### src/rtl/demux4_skid_pkg.sv
// Shared types and helpers for the 1-to-4 stream distribution block.
package demux4_skid_pkg;

  localparam int NUM_DEST = 4;

  typedef logic [1:0] dest_sel_t;

  function automatic logic [NUM_DEST-1:0] onehot4(input dest_sel_t sel);
    logic [NUM_DEST-1:0] vec;
    vec      = '0;
    vec[sel] = 1'b1;
    return vec;
  endfunction

endpackage

### src/rtl/demux4_skid_skid_buffer.sv
// Generic 2-entry valid/ready register slice: a main entry facing downstream and
// a skid entry that absorbs one word while the main entry is stalled.
module skid_buffer #(
  parameter int WIDTH = 8
) (
  input  logic             clk,
  input  logic             rst_n,
  input  logic             in_valid,
  output logic             in_ready,
  input  logic [WIDTH-1:0] in_data,
  output logic             out_valid,
  input  logic             out_ready,
  output logic [WIDTH-1:0] out_data,
  output logic [1:0]       count
);

  logic             m_valid, s_valid, ready_q;
  logic [WIDTH-1:0] m_data, s_data;
  logic             m_valid_nxt, s_valid_nxt;
  logic [WIDTH-1:0] m_data_nxt, s_data_nxt;
  logic             accept, drain;

  assign accept = in_valid & ready_q;
  assign drain  = m_valid & out_ready;

  // The skid entry always refills main before new input, which keeps order strict.
  always_comb begin
    m_valid_nxt = m_valid;
    m_data_nxt  = m_data;
    s_valid_nxt = s_valid;
    s_data_nxt  = s_data;
    if (!m_valid || drain) begin
      if (s_valid) begin
        m_valid_nxt = 1'b1;
        m_data_nxt  = s_data;
        s_valid_nxt = 1'b0;
      end else begin
        m_valid_nxt = accept;
        if (accept) begin
          m_data_nxt = in_data;
        end
      end
    end else if (accept) begin
      s_valid_nxt = 1'b1;
      s_data_nxt  = in_data;
    end
  end

  // ready_q mirrors ~s_valid so in_ready comes straight from a flop.
  always_ff @(posedge clk or negedge rst_n) begin
    if (!rst_n) begin
      m_valid <= 1'b0;
      s_valid <= 1'b0;
      m_data  <= '0;
      s_data  <= '0;
      ready_q <= 1'b1;
    end else begin
      m_valid <= m_valid_nxt;
      s_valid <= s_valid_nxt;
      m_data  <= m_data_nxt;
      s_data  <= s_data_nxt;
      ready_q <= ~s_valid_nxt;
    end
  end

  assign in_ready  = ready_q;
  assign out_valid = m_valid;
  assign out_data  = m_data;
  assign count     = {1'b0, m_valid} + {1'b0, s_valid};

endmodule

### src/rtl/demux4_skid.sv
// Registered 1-to-4 demultiplexer: words carry their destination through a skid
// buffer and are presented to exactly one of four consumers, in arrival order.
module demux4_skid
  import demux4_skid_pkg::*;
#(
  parameter int WIDTH = 32
) (
  input  logic                clk,
  input  logic                rst_n,
  input  logic                in_valid,
  output logic                in_ready,
  input  logic [WIDTH-1:0]    in_data,
  input  logic [1:0]          in_sel,
  output logic [NUM_DEST-1:0] out_valid,
  input  logic [NUM_DEST-1:0] out_ready,
  output logic [WIDTH-1:0]    out_data,
  output logic [1:0]          count
);

  logic             m_valid;
  logic [WIDTH+1:0] m_word;
  dest_sel_t        m_sel;
  logic             m_ready;

  skid_buffer #(
    .WIDTH(WIDTH + 2)
  ) u_skid (
    .clk      (clk),
    .rst_n    (rst_n),
    .in_valid (in_valid),
    .in_ready (in_ready),
    .in_data  ({in_sel, in_data}),
    .out_valid(m_valid),
    .out_ready(m_ready),
    .out_data (m_word),
    .count    (count)
  );

  // Only the addressed consumer's ready can retire the head word.
  assign m_sel     = m_word[WIDTH+1:WIDTH];
  assign m_ready   = out_ready[m_sel];
  assign out_valid = m_valid ? onehot4(m_sel) : '0;
  assign out_data  = m_word[WIDTH-1:0];

endmodule

### config.mk
export PLATFORM = sky130hd
export DESIGN_NAME = demux4_skid
export DESIGN_NICKNAME = d
export VERILOG_FILES = /design/src/rtl/demux4_skid_pkg.sv /design/src/rtl/demux4_skid_skid_buffer.sv /design/src/rtl/demux4_skid.sv
export SDC_FILE = /design/constraint.sdc
export NUM_CORES = 1
export LEC_CHECK = 0
export BUFFER_PORTS_ARGS = -buffer_cell sky130_fd_sc_hd__buf_2
export CAP_MARGIN = 20
export CORE_MARGIN = 5
export CORE_UTILIZATION = 55
export CTS_CLUSTER_SIZE = 28
export DETAILED_ROUTE_END_ITERATION = 10
export PLACE_DENSITY_LB_ADDON = 0.25
export SKIP_LAST_GASP = 1
export SYNTH_ARGS = -nofsm -noshare
export SYNTH_HDL_FRONTEND = slang
export SYNTH_SLANG_ARGS = --single-unit
### constraint.sdc
create_clock -name clk -period 5.3 [get_ports clk]
set_clock_uncertainty 0.05 [all_clocks]
set_input_delay 0 -clock clk [delete_from_list [all_inputs] [get_ports clk]]
set_output_delay 0 -clock clk [all_outputs]
set_load 0.02 [all_outputs]
==> flow_metrics.env <==
export IMPL_status="finished clean"
export IMPL_whs_ns=0.184
export IMPL_setup_viol=0
export IMPL_min_to="u_skid.s_valid$_DFF_PN0_"
export IMPL_max_stage_delay_ns=0.81
export IMPL_hpwl_um=3910
export IMPL_grt_pass1_vias=2134
export IMPL_cts_sinks=71
export IMPL_crit_type="reg2reg"
export IMPL_hold_violations=0
export IMPL_drv_cap=0
export IMPL_area_growth_pct=22.0
export IMPL_ant_nets=0
export IMPL_min_period_ns=2.48
export IMPL_drive_gt1_share_pct=60.8
export IMPL_wl_um=6170
export IMPL_place_area_um2=3630
export IMPL_die_height_um=89.1
export IMPL_clock_latency_ns=0.33
export IMPL_startpoint_type="flip-flop"
export IMPL_clkTransAtPathRegs_ns=0.07
export IMPL_crit_chain="mux2i_2, a221oi_4, buf_4, mux2_2"
export IMPL_required_ns=5.46
export IMPL_avgSynthCellArea_um2=14.4
export IMPL_final_setup_worst_slack_ns=2.82
export IMPL_die_w_um=89.1
export IMPL_rsz0062_at_grt="false"
export IMPL_r2r_start="u_skid.out_data[33]$_DFFE_PN0P_"
export IMPL_row_count=28
export IMPL_worstReg2RegEnd="u_skid.out_data[24]$_DFFE_PN0P_"
export IMPL_met1_length_um=2800
export IMPL_grt_overflow_total=0
export IMPL_drtIter0Drc=46
export IMPL_dr_pass1_iters=4
export IMPL_p_total_uw=2650
export IMPL_htree_num_levels=3
export IMPL_reg2reg_slack_ns=2.82
export IMPL_tns_ns=0
export IMPL_cp_arrival_ns=2.64
export IMPL_ctsResizeCount=0
export IMPL_end_kind="flip-flop"
export IMPL_final_cell_area_um2=4190
export IMPL_whs_path_depth=4
export IMPL_max_freq_ghz=0.404
export IMPL_die_area_um2=7930
export IMPL_met3_length_um=404
export IMPL_initial_utilization_pct=57.4
export IMPL_ir_drop_v=0.000440
export IMPL_worst_path_max_fanout=17
export IMPL_vias_per_cell=5.09
export IMPL_leakage_uw=0.00188
export IMPL_min_delay_start="out_ready[3]"
export IMPL_dr_max_layer_used="met4"
export IMPL_cts_buffers=9
export IMPL_syn_inst=238
export IMPL_wl_per_cell_um=15.3
export IMPL_cts_root_buf="clkbuf_8"
export IMPL_io_pins=80
export IMPL_period_share_pct=46.7
export IMPL_drcViolationCount=0
export IMPL_pre_cts_slack_ns=2.80
export IMPL_slew_headroom_pct=31.1
export IMPL_wl_met2_um=2900
export IMPL_tritoncts="built"
export IMPL_worstMarginPinSlew_ns=1.03
export IMPL_ys_types=24
export IMPL_numPortBuffers=79
export IMPL_gp_congestion=0.811
export IMPL_grt_start_max_net_pins=72
export IMPL_grt_usage_pct=16.9
export IMPL_syn_area_um2=3440
export IMPL_dr_total_vias=2057
export IMPL_ys_seq_elements=71
export IMPL_antenna_found_initial=0
export IMPL_ys_seq_area_share_pct=51.7
export IMPL_drv_slew=0
export IMPL_layout_common_cells="mux2_2, buf_2, dfrtp_1, dlygate4sd3_1, clkbuf_8"
export IMPL_rr_worst_depth=4
export IMPL_slowest_stage="a221oi_4"
export IMPL_yosys_warnings=0
export IMPL_hold_path_class="in2reg"
export IMPL_core_um2=5990
export IMPL_grt_pass1_wl_um=10100
export IMPL_syn_nets=280
export IMPL_num_antenna_cells=0
export IMPL_nNetsFinal=366
export IMPL_mostFrequentLayoutCell="mux2_2"
export IMPL_powerDensity_nw_per_um2=631
export IMPL_cts_buffer_depth=2
## per-layer routing
layer  up-vias  track usage [%]
met5         -                0
met4         0             6.77
met3         6             5.07
met2        54             27.2
met1      1014             21.5
li1        983                -
## area by class of cell
| class | instances | area, µm² |
|---|---|---|
| Clock buffer | 14 | 163 |
| Clock inverter | 2 | 38.8 |
| Multi-Input combinational cell | 124 | 1340 |
| Sequential cell | 71 | 1780 |
| Tap cell | 75 | 93.8 |
| Fill cell | 415 | 1800 |
| Timing Repair Buffer | 118 | 778 |
## sequential cells by signal, indices dropped and copies added, names as in the netlist
signal and count:
u_skid.in_ready 1, u_skid.s_data 34, u_skid.out_valid 1, u_skid.s_valid 1, u_skid.out_data 34
## cells in the mapped netlist, drive strengths merged
cell type / number / area [µm²]
or2: 1 / 6.26
a21oi: 2 / 10.0
o21ai: 1 / 5.00
o2bb2ai: 1 / 27.5
nand2: 2 / 7.51
mux2i: 3 / 33.8
a221oi: 1 / 26.3
nor2: 2 / 7.51
buf: 40 / 308
ha: 1 / 12.5
dfstp: 1 / 26.3
and2: 2 / 12.5
a22oi: 1 / 7.51
mux2: 102 / 1150
dfrtp: 70 / 1750
and3: 1 / 6.26
nor2b: 2 / 12.5
and4b: 1 / 10.0
nand4: 1 / 6.26
clkbuf: 3 / 11.3
## kinds of logic after synthesis
group                      count (synthesis)  share of synthesized area [%]
AOI/OAI and AO/OA                          6                           2.22
adders and majority gates                  1                          0.364
buffers and inverters                     43                           9.28
DFF                                       71                           51.7
muxes                                    105                           34.4
and+or+nand+nor                           12                           2.00
## where the power goes
group,switching (µW),internal (µW)
registers,151,832
clock network,186,245
logic,591,641
total,928,1720
## critical path, delay by kind of cell, from the launching register on
family | cells | cell delay [ns]
mux | 2 | 0.62
flops | 1 | 0.47
compound gates | 1 | 0.81
buf+inv | 1 | 0.40
## how the worst max path moves through the flow
stage / cells past startpoint / end / slack [ns] / start
2_1_floorplan: 5 / u_skid.out_data[0]$_DFFE_PN0P_ / 3.48 / u_skid.out_data[33]$_DFFE_PN0P_
3_3_place_gp: 4 / u_skid.out_data[33]$_DFFE_PN0P_ / 2.81 / u_skid.out_data[33]$_DFFE_PN0P_
3_5_place_dp: 4 / u_skid.out_data[24]$_DFFE_PN0P_ / 2.80 / u_skid.out_data[33]$_DFFE_PN0P_
4_1_cts: 4 / u_skid.out_data[24]$_DFFE_PN0P_ / 2.78 / u_skid.out_data[33]$_DFFE_PN0P_
5_1_grt: 4 / u_skid.out_data[24]$_DFFE_PN0P_ / 2.67 / u_skid.out_data[33]$_DFFE_PN0P_
6_report: 4 / u_skid.out_data[24]$_DFFE_PN0P_ / 2.82 / u_skid.out_data[33]$_DFFE_PN0P_
## metrics by stage
stage / utilization [%] / std cells
2_1_floorplan: - / 238
3_3_place_gp: 60.6 / 352
3_5_place_dp: 60.6 / 352
4_1_cts: 70.0 / 404
5_1_grt: 70.0 / 404
6_report: 70.0 / 404
## what timing repair did
action | in CTS | in global routing
hold buffers | 36 | 0
setup buffers | 0 | 0
hold endpoints to repair | 133 | 0
Note: power is estimated with default switching activity, not from simulation.
